<file path="src/rtl/gtx_8x10enc_pkg.sv">
// Shared 8b/10b definitions: running-disparity encoding, legal K code
// points and the mapping from the abcdei/fghj notation to wire order.
package gtx_8x10enc_pkg;

    typedef enum logic {
        RD_NEG = 1'b0,
        RD_POS = 1'b1
    } rd_e;

    // x (EDCBA) values that have a K form; only K28 exists for every y
    localparam logic [4:0] K28 = 5'd28;
    localparam logic [4:0] K23 = 5'd23;
    localparam logic [4:0] K27 = 5'd27;
    localparam logic [4:0] K29 = 5'd29;
    localparam logic [4:0] K30 = 5'd30;

    // Tables are written as in the literature (a, f on the left); on the
    // wire bit0 is 'a' and bit9 is 'j'.
    function automatic logic [9:0] pack_symbol(input logic [5:0] abcdei,
                                               input logic [3:0] fghj);
        logic [9:0] s;
        s = '0;
        for (int i = 0; i < 6; i++) s[i] = abcdei[5-i];
        for (int i = 0; i < 4; i++) s[6+i] = fghj[3-i];
        return s;
    endfunction

endpackage

</file>
<file path="src/rtl/gtx_8x10enc_byte.sv">
// Combinational 8b/10b encode of one byte for both entering disparities,
// plus the symbol's non-neutral flag and the illegal-K flag.
module gtx_8x10enc_byte
    import gtx_8x10enc_pkg::*;
(
    input  logic [7:0] data,
    input  logic       isk,
    output logic [9:0] code_m,
    output logic [9:0] code_p,
    output logic       flip,
    output logic       invalid_k
);

    // 5b/6b data table: {RD- code, RD+ code} in abcdei order
    function automatic logic [11:0] six_pair(input logic [4:0] x);
        case (x)
            5'd0:    return {6'b100111, 6'b011000};
            5'd1:    return {6'b011101, 6'b100010};
            5'd2:    return {6'b101101, 6'b010010};
            5'd3:    return {6'b110001, 6'b110001};
            5'd4:    return {6'b110101, 6'b001010};
            5'd5:    return {6'b101001, 6'b101001};
            5'd6:    return {6'b011001, 6'b011001};
            5'd7:    return {6'b111000, 6'b000111};
            5'd8:    return {6'b111001, 6'b000110};
            5'd9:    return {6'b100101, 6'b100101};
            5'd10:   return {6'b010101, 6'b010101};
            5'd11:   return {6'b110100, 6'b110100};
            5'd12:   return {6'b001101, 6'b001101};
            5'd13:   return {6'b101100, 6'b101100};
            5'd14:   return {6'b011100, 6'b011100};
            5'd15:   return {6'b010111, 6'b101000};
            5'd16:   return {6'b011011, 6'b100100};
            5'd17:   return {6'b100011, 6'b100011};
            5'd18:   return {6'b010011, 6'b010011};
            5'd19:   return {6'b110010, 6'b110010};
            5'd20:   return {6'b001011, 6'b001011};
            5'd21:   return {6'b101010, 6'b101010};
            5'd22:   return {6'b011010, 6'b011010};
            5'd23:   return {6'b111010, 6'b000101};
            5'd24:   return {6'b110011, 6'b001100};
            5'd25:   return {6'b100110, 6'b100110};
            5'd26:   return {6'b010110, 6'b010110};
            5'd27:   return {6'b110110, 6'b001001};
            5'd28:   return {6'b001110, 6'b001110};
            5'd29:   return {6'b101110, 6'b010001};
            5'd30:   return {6'b011110, 6'b100001};
            default: return {6'b101011, 6'b010100};
        endcase
    endfunction

    // 3b/4b data table: {RD- code, RD+ code} in fghj order, RD taken after the 6b subblock
    function automatic logic [7:0] d_four(input logic [2:0] y, input logic a7);
        case (y)
            3'd0:    return {4'b1011, 4'b0100};
            3'd1:    return {4'b1001, 4'b1001};
            3'd2:    return {4'b0101, 4'b0101};
            3'd3:    return {4'b1100, 4'b0011};
            3'd4:    return {4'b1101, 4'b0010};
            3'd5:    return {4'b1010, 4'b1010};
            3'd6:    return {4'b0110, 4'b0110};
            default: return a7 ? {4'b0111, 4'b1000} : {4'b1110, 4'b0001};
        endcase
    endfunction

    // 3b/4b table specific to K28.y
    function automatic logic [7:0] k28_four(input logic [2:0] y);
        case (y)
            3'd0:    return {4'b1011, 4'b0100};
            3'd1:    return {4'b0110, 4'b1001};
            3'd2:    return {4'b1010, 4'b0101};
            3'd3:    return {4'b1100, 4'b0011};
            3'd4:    return {4'b1101, 4'b0010};
            3'd5:    return {4'b0101, 4'b1010};
            3'd6:    return {4'b1001, 4'b0110};
            default: return {4'b0111, 4'b1000};
        endcase
    endfunction

    function automatic logic [9:0] encode(input logic [7:0] b, input logic k28,
                                          input logic kx7, input rd_e rd);
        logic [4:0]  x;
        logic [2:0]  y;
        logic [11:0] pair6;
        logic [7:0]  pair4;
        logic [5:0]  c6;
        logic [3:0]  c4;
        logic        a7;
        rd_e         rd6;
        x     = b[4:0];
        y     = b[7:5];
        pair6 = k28 ? {6'b001111, 6'b110000} : six_pair(x);
        c6    = (rd == RD_POS) ? pair6[5:0] : pair6[11:6];
        rd6   = ($countones(c6) == 3) ? rd : ((rd == RD_POS) ? RD_NEG : RD_POS);
        a7    = ((rd6 == RD_NEG) && (x == 5'd17 || x == 5'd18 || x == 5'd20)) ||
                ((rd6 == RD_POS) && (x == 5'd11 || x == 5'd13 || x == 5'd14));
        if (k28)      pair4 = k28_four(y);
        else if (kx7) pair4 = {4'b0111, 4'b1000};
        else          pair4 = d_four(y, a7);
        c4 = (rd6 == RD_POS) ? pair4[3:0] : pair4[7:4];
        return pack_symbol(c6, c4);
    endfunction

    logic k28;
    logic kx7;

    // Classify the K request, then encode both RD variants in parallel
    always_comb begin
        // NOTE: every signal here is assigned on every pass through the block, so no latch is inferred.
        k28       = isk && (data[4:0] == K28);
        kx7       = isk && (data[7:5] == 3'd7) &&
                    (data[4:0] == K23 || data[4:0] == K27 ||
                     data[4:0] == K29 || data[4:0] == K30);
        invalid_k = isk && !(k28 || kx7);
        code_m    = encode(data, k28, kx7, RD_NEG);
        code_p    = encode(data, k28, kx7, RD_POS);
        flip      = ($countones(code_m) != 5);
    end

endmodule

</file>
<file path="src/rtl/gtx_8x10enc.sv">
// Two-byte-per-clock 8b/10b encoder for the SATA host TX path. Input
// register, stage1 holds both RD variants per byte, stage2 resolves RD.
module gtx_8x10enc
    import gtx_8x10enc_pkg::*;
(
    input  logic        clk,
    input  logic        rst_n,
    input  logic [15:0] indata,
    input  logic [1:0]  inisk,
    output logic [19:0] outdata,
    output logic [1:0]  invalid_k,
    output logic        disparity
);

    logic [15:0] in_data_q;
    logic [1:0]  in_isk_q;
    logic        in_valid_q;

    logic [9:0]  enc0_m, enc0_p, enc1_m, enc1_p;
    logic        enc0_flip, enc1_flip, enc0_invk, enc1_invk;

    logic [9:0]  s1_code0_m, s1_code0_p, s1_code1_m, s1_code1_p;
    logic [1:0]  s1_flip;
    logic [1:0]  s1_invk;

    logic        rd;
    logic        rd_mid, rd_next;
    logic [9:0]  sym0, sym1;

    // Input register; valid marks that a real word (not the reset value) is held
    always_ff @(posedge clk) begin
        // NOTE: sequential state uses non-blocking (<=) so every flop samples pre-edge values regardless of statement order.
        if (!rst_n) begin
            in_data_q  <= '0;
            in_isk_q   <= '0;
            in_valid_q <= 1'b0;
        end else begin
            in_data_q  <= indata;
            in_isk_q   <= inisk;
            in_valid_q <= 1'b1;
        end
    end

    gtx_8x10enc_byte u_byte0 (
        .data      (in_data_q[7:0]),
        .isk       (in_isk_q[0]),
        .code_m    (enc0_m),
        .code_p    (enc0_p),
        .flip      (enc0_flip),
        .invalid_k (enc0_invk)
    );

    gtx_8x10enc_byte u_byte1 (
        .data      (in_data_q[15:8]),
        .isk       (in_isk_q[1]),
        .code_m    (enc1_m),
        .code_p    (enc1_p),
        .flip      (enc1_flip),
        .invalid_k (enc1_invk)
    );

    // Stage1: both RD candidates per byte; stays all-zero until a real word arrives after reset
    always_ff @(posedge clk) begin
        if (!rst_n || !in_valid_q) begin
            s1_code0_m <= '0;
            s1_code0_p <= '0;
            s1_code1_m <= '0;
            s1_code1_p <= '0;
            s1_flip    <= '0;
            s1_invk    <= '0;
        end else begin
            s1_code0_m <= enc0_m;
            s1_code0_p <= enc0_p;
            s1_code1_m <= enc1_m;
            s1_code1_p <= enc1_p;
            s1_flip    <= {enc1_flip, enc0_flip};
            s1_invk    <= {enc1_invk, enc0_invk};
        end
    end

    // RD loop: byte0 uses registered RD, byte1 the RD left by symbol0
    always_comb begin
        sym0    = rd ? s1_code0_p : s1_code0_m;
        rd_mid  = rd ^ s1_flip[0];
        sym1    = rd_mid ? s1_code1_p : s1_code1_m;
        rd_next = rd_mid ^ s1_flip[1];
    end

    // Stage2: output symbols, K flags and running disparity
    always_ff @(posedge clk) begin
        if (!rst_n) begin
            outdata   <= '0;
            invalid_k <= '0;
            rd        <= RD_NEG;
        end else begin
            outdata   <= {sym1, sym0};
            invalid_k <= s1_invk;
            rd        <= rd_next;
        end
    end

    assign disparity = rd;

endmodule
</file>
<file path="config.mk">
export PLATFORM = sky130hd
export DESIGN_NAME = gtx_8x10enc
export DESIGN_NICKNAME = d
export VERILOG_FILES = /design/src/rtl/gtx_8x10enc_pkg.sv /design/src/rtl/gtx_8x10enc_byte.sv /design/src/rtl/gtx_8x10enc.sv
export SDC_FILE = /design/constraint.sdc
export NUM_CORES = 1
export LEC_CHECK = 0
export CELL_PAD_IN_SITES_DETAIL_PLACEMENT = 0
export CELL_PAD_IN_SITES_GLOBAL_PLACEMENT = 1
export CORE_MARGIN = 5
export CORE_UTILIZATION = 45
export CTS_BUF_LIST = sky130_fd_sc_hd__clkbuf_8
export CTS_CLUSTER_DIAMETER = 50
export DETAILED_ROUTE_END_ITERATION = 12
export PLACE_DENSITY = 0.78
export SKIP_LAST_GASP = 1
export SLEW_MARGIN = 10
export SYNTH_ARGS = -nofsm -noshare
export SYNTH_HDL_FRONTEND = slang
export SYNTH_SLANG_ARGS = --single-unit
</file>
<file path="constraint.sdc">
create_clock -name clk -period 17.22 [get_ports clk]
set_clock_uncertainty 0.15 [all_clocks]
set_input_delay 1.722 -clock clk [delete_from_list [all_inputs] [get_ports clk]]
set_output_delay 1.722 -clock clk [all_outputs]
set_load 0.02 [all_outputs]
</file>
; ---- Word-level counts from Yosys, hierarchy flattened
; Memory sizes are Yosys's and may differ from the RTL's. A register that Yosys moved wholly into a read port is not among the register bits.
; Index checks and enable logic that the tools add are counted.
[totals]
inputBits = 20
ram_bits = 0
mem_count = 4
latchBits = 0
output_inout_bits = 23
elab_cells = 174
mem_bits_ro = 1536
regBits = 86
[classes]
bitwise = 4
n_mux = 37
mul = 0
n_lt_le_gt_ge = 0
n_reduce_logical = 43
shifts = 0
div = 0
n_eq_ne = 42
add_sub_neg = 32
[mem_list]
columns = memory, depth, width, rd, rd_clocked_by_memory_dff, write_ports, line
row1 = (no name shown), 32, 12, 1, 1, 0, gtx_8x10enc_byte.sv:16  ; case (x)
row2 = (no name shown), 32, 12, 1, 1, 0, gtx_8x10enc_byte.sv:16
row3 = (no name shown), 32, 12, 1, 1, 0, gtx_8x10enc_byte.sv:16
row4 = (no name shown), 32, 12, 1, 1, 0, gtx_8x10enc_byte.sv:16
[ops]
columns = cell, count
row1 = adder 32 bit, 16
row2 = one-hot mux 8 bit (7 select lines), 6
row3 = == test 32 x 3 -> 1 bit (second input constant), 4
row4 = two-way mux 8 bit, 12
row5 = == test 5 bit (second input constant), 16
row6 = inequality test 32 x 4 -> 1 bit (second input constant), 2
row7 = adder 1 x 1 -> 2 bit, 16
row8 = == test 5 x 4 -> 1 bit (second input constant), 6
row9 = == test 3 bit (second input constant), 8
row10 = two-way mux 12 bit, 2
row11 = logical OR 1 bit, 21
row12 = two-way mux 10 bit, 2
row13 = two-way mux 5 bit, 4
row14 = logical AND 1 bit, 16
row15 = two-way mux 4 bit, 4
row16 = == test 3 x 2 -> 1 bit (second input constant), 4
row17 = two-way mux 6 bit, 2
row18 = == test 3 x 1 -> 1 bit (second input constant), 2
row19 = logical NOT 3 bit, 2
row20 = two-way mux 1 bit, 5
row21 = logical NOT 1 bit, 4
row22 = NOT 1 bit, 2
row23 = bitwise XOR 1 bit, 2

; ---- Logic depth before layout (Yosys ltp)
[depth]
depth_word = 20
depth_mapped = 28
depth_no_buf = 25

; ---- Modules after synthesis
; A second synthesis with hierarchy kept.
[unflattened]
hier_cells = 678
hier_area_um2 = 5710.5
[modules_own_cells]
columns = module, cells_each, seq_area_each_um2, area_per_inst_um2, instances
row1 = gtx_8x10enc, 220, 1721.7, 2570.0, 1
row2 = gtx_8x10enc_byte at u_byte1, 238, 0.0, 1629.1, 1
row3 = gtx_8x10enc_byte at u_byte0, 220, 0.0, 1511.4, 1

; ---- Worst setup path after synthesis
; OpenSTA, ideal clock, no wires.
[synth_path]
kind = flip-flop to flip-flop
startpoint = register in_data_q[1]
endpoint = register s1_flip[0]
path_stages_with_launch = 28
setup_ns = 0.070
setup_slack_ns = 11.097
arrival_ns = 5.903
required_time_ns = 17.000
n_path_buf = 3
period_less_slack_ns = 6.123
cell_sequence = dfxtp_1 > nand4bb_1 > or2_1 > clkbuf_1 > clkbuf_1 > and2_1 > ha_1 > inv_1 > fa_1 > inv_1 > ha_1 > and4b_1 > clkbuf_1 > nand3_1 > a21oi_1 > nor3b_1 > mux2_2 > ha_1 > fa_1 > inv_1 > fa_1 > inv_1 > fa_1 > inv_1 > fa_1 > nand2_1 > nor2_1 > a21oi_1
[synth_between]
word_cells_on_any_way = 43
classes_between = add/sub (11) / eq/ne (13) / mux (7) / reduce/logical (12)
[synth_rtl]
columns = element, line
row1 = start: declaration, gtx_8x10enc.sv:15  ; logic [15:0] in_data_q;
row2 = start signal: assignment, gtx_8x10enc.sv:38  ; in_data_q <= indata;
row3 = == test 5 bit (*), gtx_8x10enc_byte.sv:110  ; k28 = isk && (data[4:0] == K28);
row4 = logical AND 1 bit (*), gtx_8x10enc_byte.sv:110
row5 = two-way mux 12 bit (*), gtx_8x10enc_byte.sv:92  ; pair6 = k28 ? {6'b001111, 6'b110000} : six_pair(x);
row6 = via enc0_m[0], gtx_8x10enc.sv:19  ; logic [9:0] enc0_m, enc0_p, enc1_m, enc1_p;
row7 = adder 1 x 1 -> 2 bit (not written as such) (*), gtx_8x10enc_byte.sv:94  ; rd6 = ($countones(c6) == 3) ? rd : ((rd == RD_POS) ? RD_NEG : RD_POS);
row8 = adder 32 bit (not written as such) (*), gtx_8x10enc_byte.sv:94
row9 = == test 32 x 3 -> 1 bit (*), gtx_8x10enc_byte.sv:94
row10 = two-way mux 1 bit, gtx_8x10enc_byte.sv:94
row11 = (+3 left out), n/a
row12 = one-hot mux 8 bit (7 select lines), gtx_8x10enc_byte.sv:54  ; case (y)
row13 = two-way mux 8 bit, gtx_8x10enc_byte.sv:98  ; else if (kx7) pair4 = {4'b0111, 4'b1000};
row14 = two-way mux 8 bit, gtx_8x10enc_byte.sv:97  ; if (k28) pair4 = k28_four(y);
row15 = two-way mux 4 bit (*), gtx_8x10enc_byte.sv:100  ; c4 = (rd6 == RD_POS) ? pair4[3:0] : pair4[7:4];
row16 = via enc0_m[6], gtx_8x10enc.sv:19
row17 = adder 1 x 1 -> 2 bit (not written as such) (*), gtx_8x10enc_byte.sv:117  ; flip = ($countones(code_m) != 5);
row18 = adder 32 bit (not written as such) (*) (3 in a row), gtx_8x10enc_byte.sv:117
row19 = inequality test 32 x 4 -> 1 bit (*), gtx_8x10enc_byte.sv:117
row20 = end signal: assignment, gtx_8x10enc.sv:76  ; s1_flip <= {enc1_flip, enc0_flip};
row21 = end: declaration, gtx_8x10enc.sv:23  ; logic [1:0] s1_flip;
; Mark *: on every way through the listed nets, which the timed path passes. The rest lies on a longest branch.
; A chain may end at the register's enable or synchronous reset.

; ---- Worst setup path after layout
[layout_path]
startpoint = register in_data_q[1]
endpoint = register s1_flip[0]
[layout_between]
elab_chain_len = 20
word_cells_on_any_way = 43
classes_between = add/sub (11) / eq/ne (13) / mux (7) / reduce/logical (12)
[layout_lines]
columns = element, line
row1 = == test 5 bit (*), gtx_8x10enc_byte.sv:110
row2 = logical AND 1 bit (*), gtx_8x10enc_byte.sv:110
row3 = two-way mux 12 bit (*), gtx_8x10enc_byte.sv:92
row4 = via enc0_m[4], gtx_8x10enc.sv:19
row5 = adder 1 x 1 -> 2 bit (not written as such) (*), gtx_8x10enc_byte.sv:94
row6 = adder 32 bit (not written as such) (*) (2 in a row), gtx_8x10enc_byte.sv:94
row7 = == test 32 x 3 -> 1 bit (*), gtx_8x10enc_byte.sv:94
row8 = two-way mux 1 bit, gtx_8x10enc_byte.sv:94
row9 = (+3 left out), n/a
row10 = one-hot mux 8 bit (7 select lines), gtx_8x10enc_byte.sv:54
row11 = two-way mux 8 bit, gtx_8x10enc_byte.sv:98
row12 = two-way mux 8 bit, gtx_8x10enc_byte.sv:97
row13 = two-way mux 4 bit (*), gtx_8x10enc_byte.sv:100
row14 = via enc0_m[6], gtx_8x10enc.sv:19
row15 = adder 1 x 1 -> 2 bit (not written as such) (*), gtx_8x10enc_byte.sv:117
row16 = adder 32 bit (not written as such) (*) (3 in a row), gtx_8x10enc_byte.sv:117
row17 = inequality test 32 x 4 -> 1 bit (*), gtx_8x10enc_byte.sv:117
; Marks and branches as above.

==> summary.txt <==
Finish
  • Antenna diodes: 0
  • Fillers: 1268
  • Layout cell share with drive strength beyond 1: 4.10%
  • Area of the multi-input gates: 3800 sq um
  • FF/Latch Area: 2200 sq um
  • Final #Nets: 830
  • Most frequent cells in the layout: dfxtp_1 (110), nand2_1 (78), inv_1 (50)
  • Commonest non-fill, non-tap cell in the layout: dfxtp_1
  • Area grow syn2layout: 10.3%
  • Finished Layout Cells: 936
  • Layout Utilization: 50.7%

Timing
  • Final TNS setup: 0 ns
  • RSZ-0062 raised after global routing: false
  • Slew Limit Fails: 0
  • Worst Max-Slew Pin Slew: 1.13 ns
  • Final WS setup: 10.55 ns
  • Fmax: 0.150 GHz
  • Slew headroom: 24.9%
  • Final hold vios: 0
  • Hold slack: 0.295 ns
  • Tcrit/Tclk final: 38.7%
  • Setup violations, final: 0
  • Fin crit period: 6.67 ns

Setup path
  • Slowest-stage cell, CP: fa_1
  • Reg2reg path depth: 24
  • Critical-path cell list: nand4bb_1 > or2_1 > nand2b_1 > ha_1 > inv_1 > fa_1 > inv_1 > ha_1 > nand4b_1 > nand4_1 > a21oi_1 > nor3b_1 > mux2_2 > ha_1 > fa_1 > inv_1 > fa_1 > inv_1 > fa_1 > inv_1 > fa_1 > nand2_1 > nor2_1 > a21oi_1
  • Critical Path Start: in_data_q[1]$_SDFF_PN0_
  • Worst path bufs/invs: 5
  • Critical path peak fanout: 21
  • CP Launch Type: flop
  • Data required, critical path: 17.37 ns
  • CP Depth: 24
  • Critical path capture point type: flop
  • CP delay by family, top: adder cells
  • Worst path arrival time: 6.82 ns
  • Reg2reg start: in_data_q[1]$_SDFF_PN0_
  • R2R setup slack: 10.55 ns
  • CP peak stage delay: 0.54 ns
  • Worst Path Class, Setup: flop to flop

Synth
  • Cells after Synth: 739
  • #FFs+latches synth: 110
  • Post-synth EDFFs: 0
  • Combinational family with the most area after synthesis: simple AND/OR/NAND/NOR gates
  • Synthesized-area fraction occupied by adder cells: 13.8%
  • Simple-Gate Fraction of Synth Area: 22.9%
  • Number of unique standard cell types used by synthesis: 69
  • Mux cell area share after synthesis: 3.86%
  • Complex-gate fraction of the synthesized area: 16.8%
  • XOR/XNOR share of the synthesized area: 2.06%
  • Predominant post-synthesis flop cell: dfxtp_1
  • Seq/Total Area, Yosys: 34.5%
  • Synthesized net count: 817
  • Mapped Area: 6390 sq um
  • Asr flop ratio synth: 0%
  • Avg Cell Area, Syn: 8.64 sq um
  • Ys Warns: 0

Clock network
  • CTS resizes: 0
  • CTS tree: done
  • Hold-fix buffers at CTS: 0
  • Worst-Skew Late Latency: 0.37 ns
  • Clk buf depth: 2
  • H-tree Lvls: 3
  • Clock sinks: 110
  • Clock Pin Slew Worst Setup and Hold Paths: 0.10 ns
  • CTS Root Cell: clkbuf_8
  • TritonCTS buffer count: 9
  • Setup bufs post-CTS: 0

Global route
  • Antenna violations before repair: 0
  • First-pass GRT wire length: 23700 microns
  • Total gr overflow: 0
  • Global-route usage over all layers: 17.4%
  • Vias in the first global route: 4898
  • Largest net degree at the start of global routing: 66

Detailed routing
  • DR vias/cell: 5.48
  • Detailed Route WL: 14000 microns
  • Vias: 5129
  • Post-DRT Antenna Nets: 0
  • Drc violations: 0
  • Initial DRT Pass Iterations: 6
  • Avg WL per Cell: 14.9 microns
  • Initial DRC Count: 569

Floorplanning
  • # rows: 43
  • CORE AREA: 13900 sq um
  • Total Die Area: 16700 sq um
  • Die Y: 129 microns
  • Initial core utilization: 46.0%
  • Num ports: 43
  • Die width: 129 microns

Worst hold path
  • Hold Path Cell Cnt: 1
  • Worst Hold Class: flop to flop
  • Worst hold start: s1_invk[0]$_SDFF_PP0_

Power and ir drop
  • Static Leak: 2.90 nW
  • Power Dens Cells: 108 nW/um^2
  • Maximum vdd drop: 41.0 uV

Place
  • Pre-CTS WS: 10.60 ns
  • Routability cong.: 0.846
  • Port Buffers: 42
  • Placed Instances: 921
  • Hpwl dp: 10200 microns

Job
  • Maximum capacitance violations: 0

Outcome
  • Status: finished, final reports clean
[kinds of logic after synthesis]
| logic type | count (synthesis) |
|---|---|
| multiplexers | 24 |
| XOR/XNOR | 15 |
| AND/OR/NAND/NOR | 273 |
| adder cells (fa/ha/maj) | 60 |
| AO/OA/AOI/OAI | 161 |
| flip-flops | 110 |
| buffers and inverters | 96 |
[through the flow]
step                      total power (W)  instance area, sq um
after detailed placement         0.000621                  6860
final                            0.000759                  7040
after floorplan                  0.000543                  6390
after CTS                        0.000766                  7040
after global routing             0.000829                  7040
after global placement           0.000610                  6860
[Yosys cell counts (all sizes together), types with 3 or more instances]
cell	instances	share of area [%]
a211o	4	0.55
a211oi	9	1.1
a21boi	11	1.3
a21oi	35	2.7
a221o	4	0.63
a221oi	6	0.82
a22o	3	0.41
a22oi	5	0.59
a31oi	10	0.98
and2	44	4.3
and3	17	1.7
buf	3	0.41
clkbuf	39	2.4
clkinv	3	0.18
dfxtp	110	34
fa	18	5.6
ha	40	7.8
inv	51	3.0
mux2	5	0.88
mux2i	19	3.0
nand2	79	4.7
nand2b	19	1.9
nand3	22	1.7
nand4	3	0.29
nand4bb	3	0.53
nor2	32	1.9
nor2b	22	2.2
nor3	9	0.71
nor4b	4	0.74
o211ai	8	0.94
o21ai	35	2.7
o22ai	6	0.59
o311ai	4	0.55
o31ai	5	0.59
or2	4	0.39
or3	4	0.39
or4b	3	0.53
xnor2	10	1.4
xor2	5	0.69
[cell type report]
cell class              instances  share of cell area [%]
well taps                     180                    3.20
flip-flops and latches        110                    31.3
repair buffers                 44                    6.11
clock buffers                  11                    2.15
multi-input cells             533                    53.9
inverters                      54                    2.88
clock inverters                 4                   0.462
[worst paths after layout]
path,end
min reg2reg,invalid_k[0]$_SDFF_PN0_
max reg2reg,s1_flip[0]$_SDFF_PP0_
min,invalid_k[0]$_SDFF_PN0_
max,s1_flip[0]$_SDFF_PP0_
[power breakdown]
part / switching [W] / internal [W] / total [W] / leakage (nW)
sequential: 0.0000174 / 0.000279 / 0.000297 / 0.908
combinational: 0.000180 / 0.000138 / 0.000318 / 1.91
clock: 0.0000840 / 0.0000603 / 0.000144 / 0.0876
total: 0.000281 / 0.000478 / 0.000759 / 2.90
[layer usage]
| metal | up-vias | wire length [microns] | GRT usage [%] |
|---|---|---|---|
| met5 | - | 0 | 0 |
| met4 | 0 | 162 | 4.69 |
| met3 | 17 | 669 | 3.22 |
| met2 | 149 | 6380 | 27.4 |
| met1 | 2383 | 6780 | 24.5 |
| li1 | 2580 | - | - |
(Power assumes the default switching activity.)
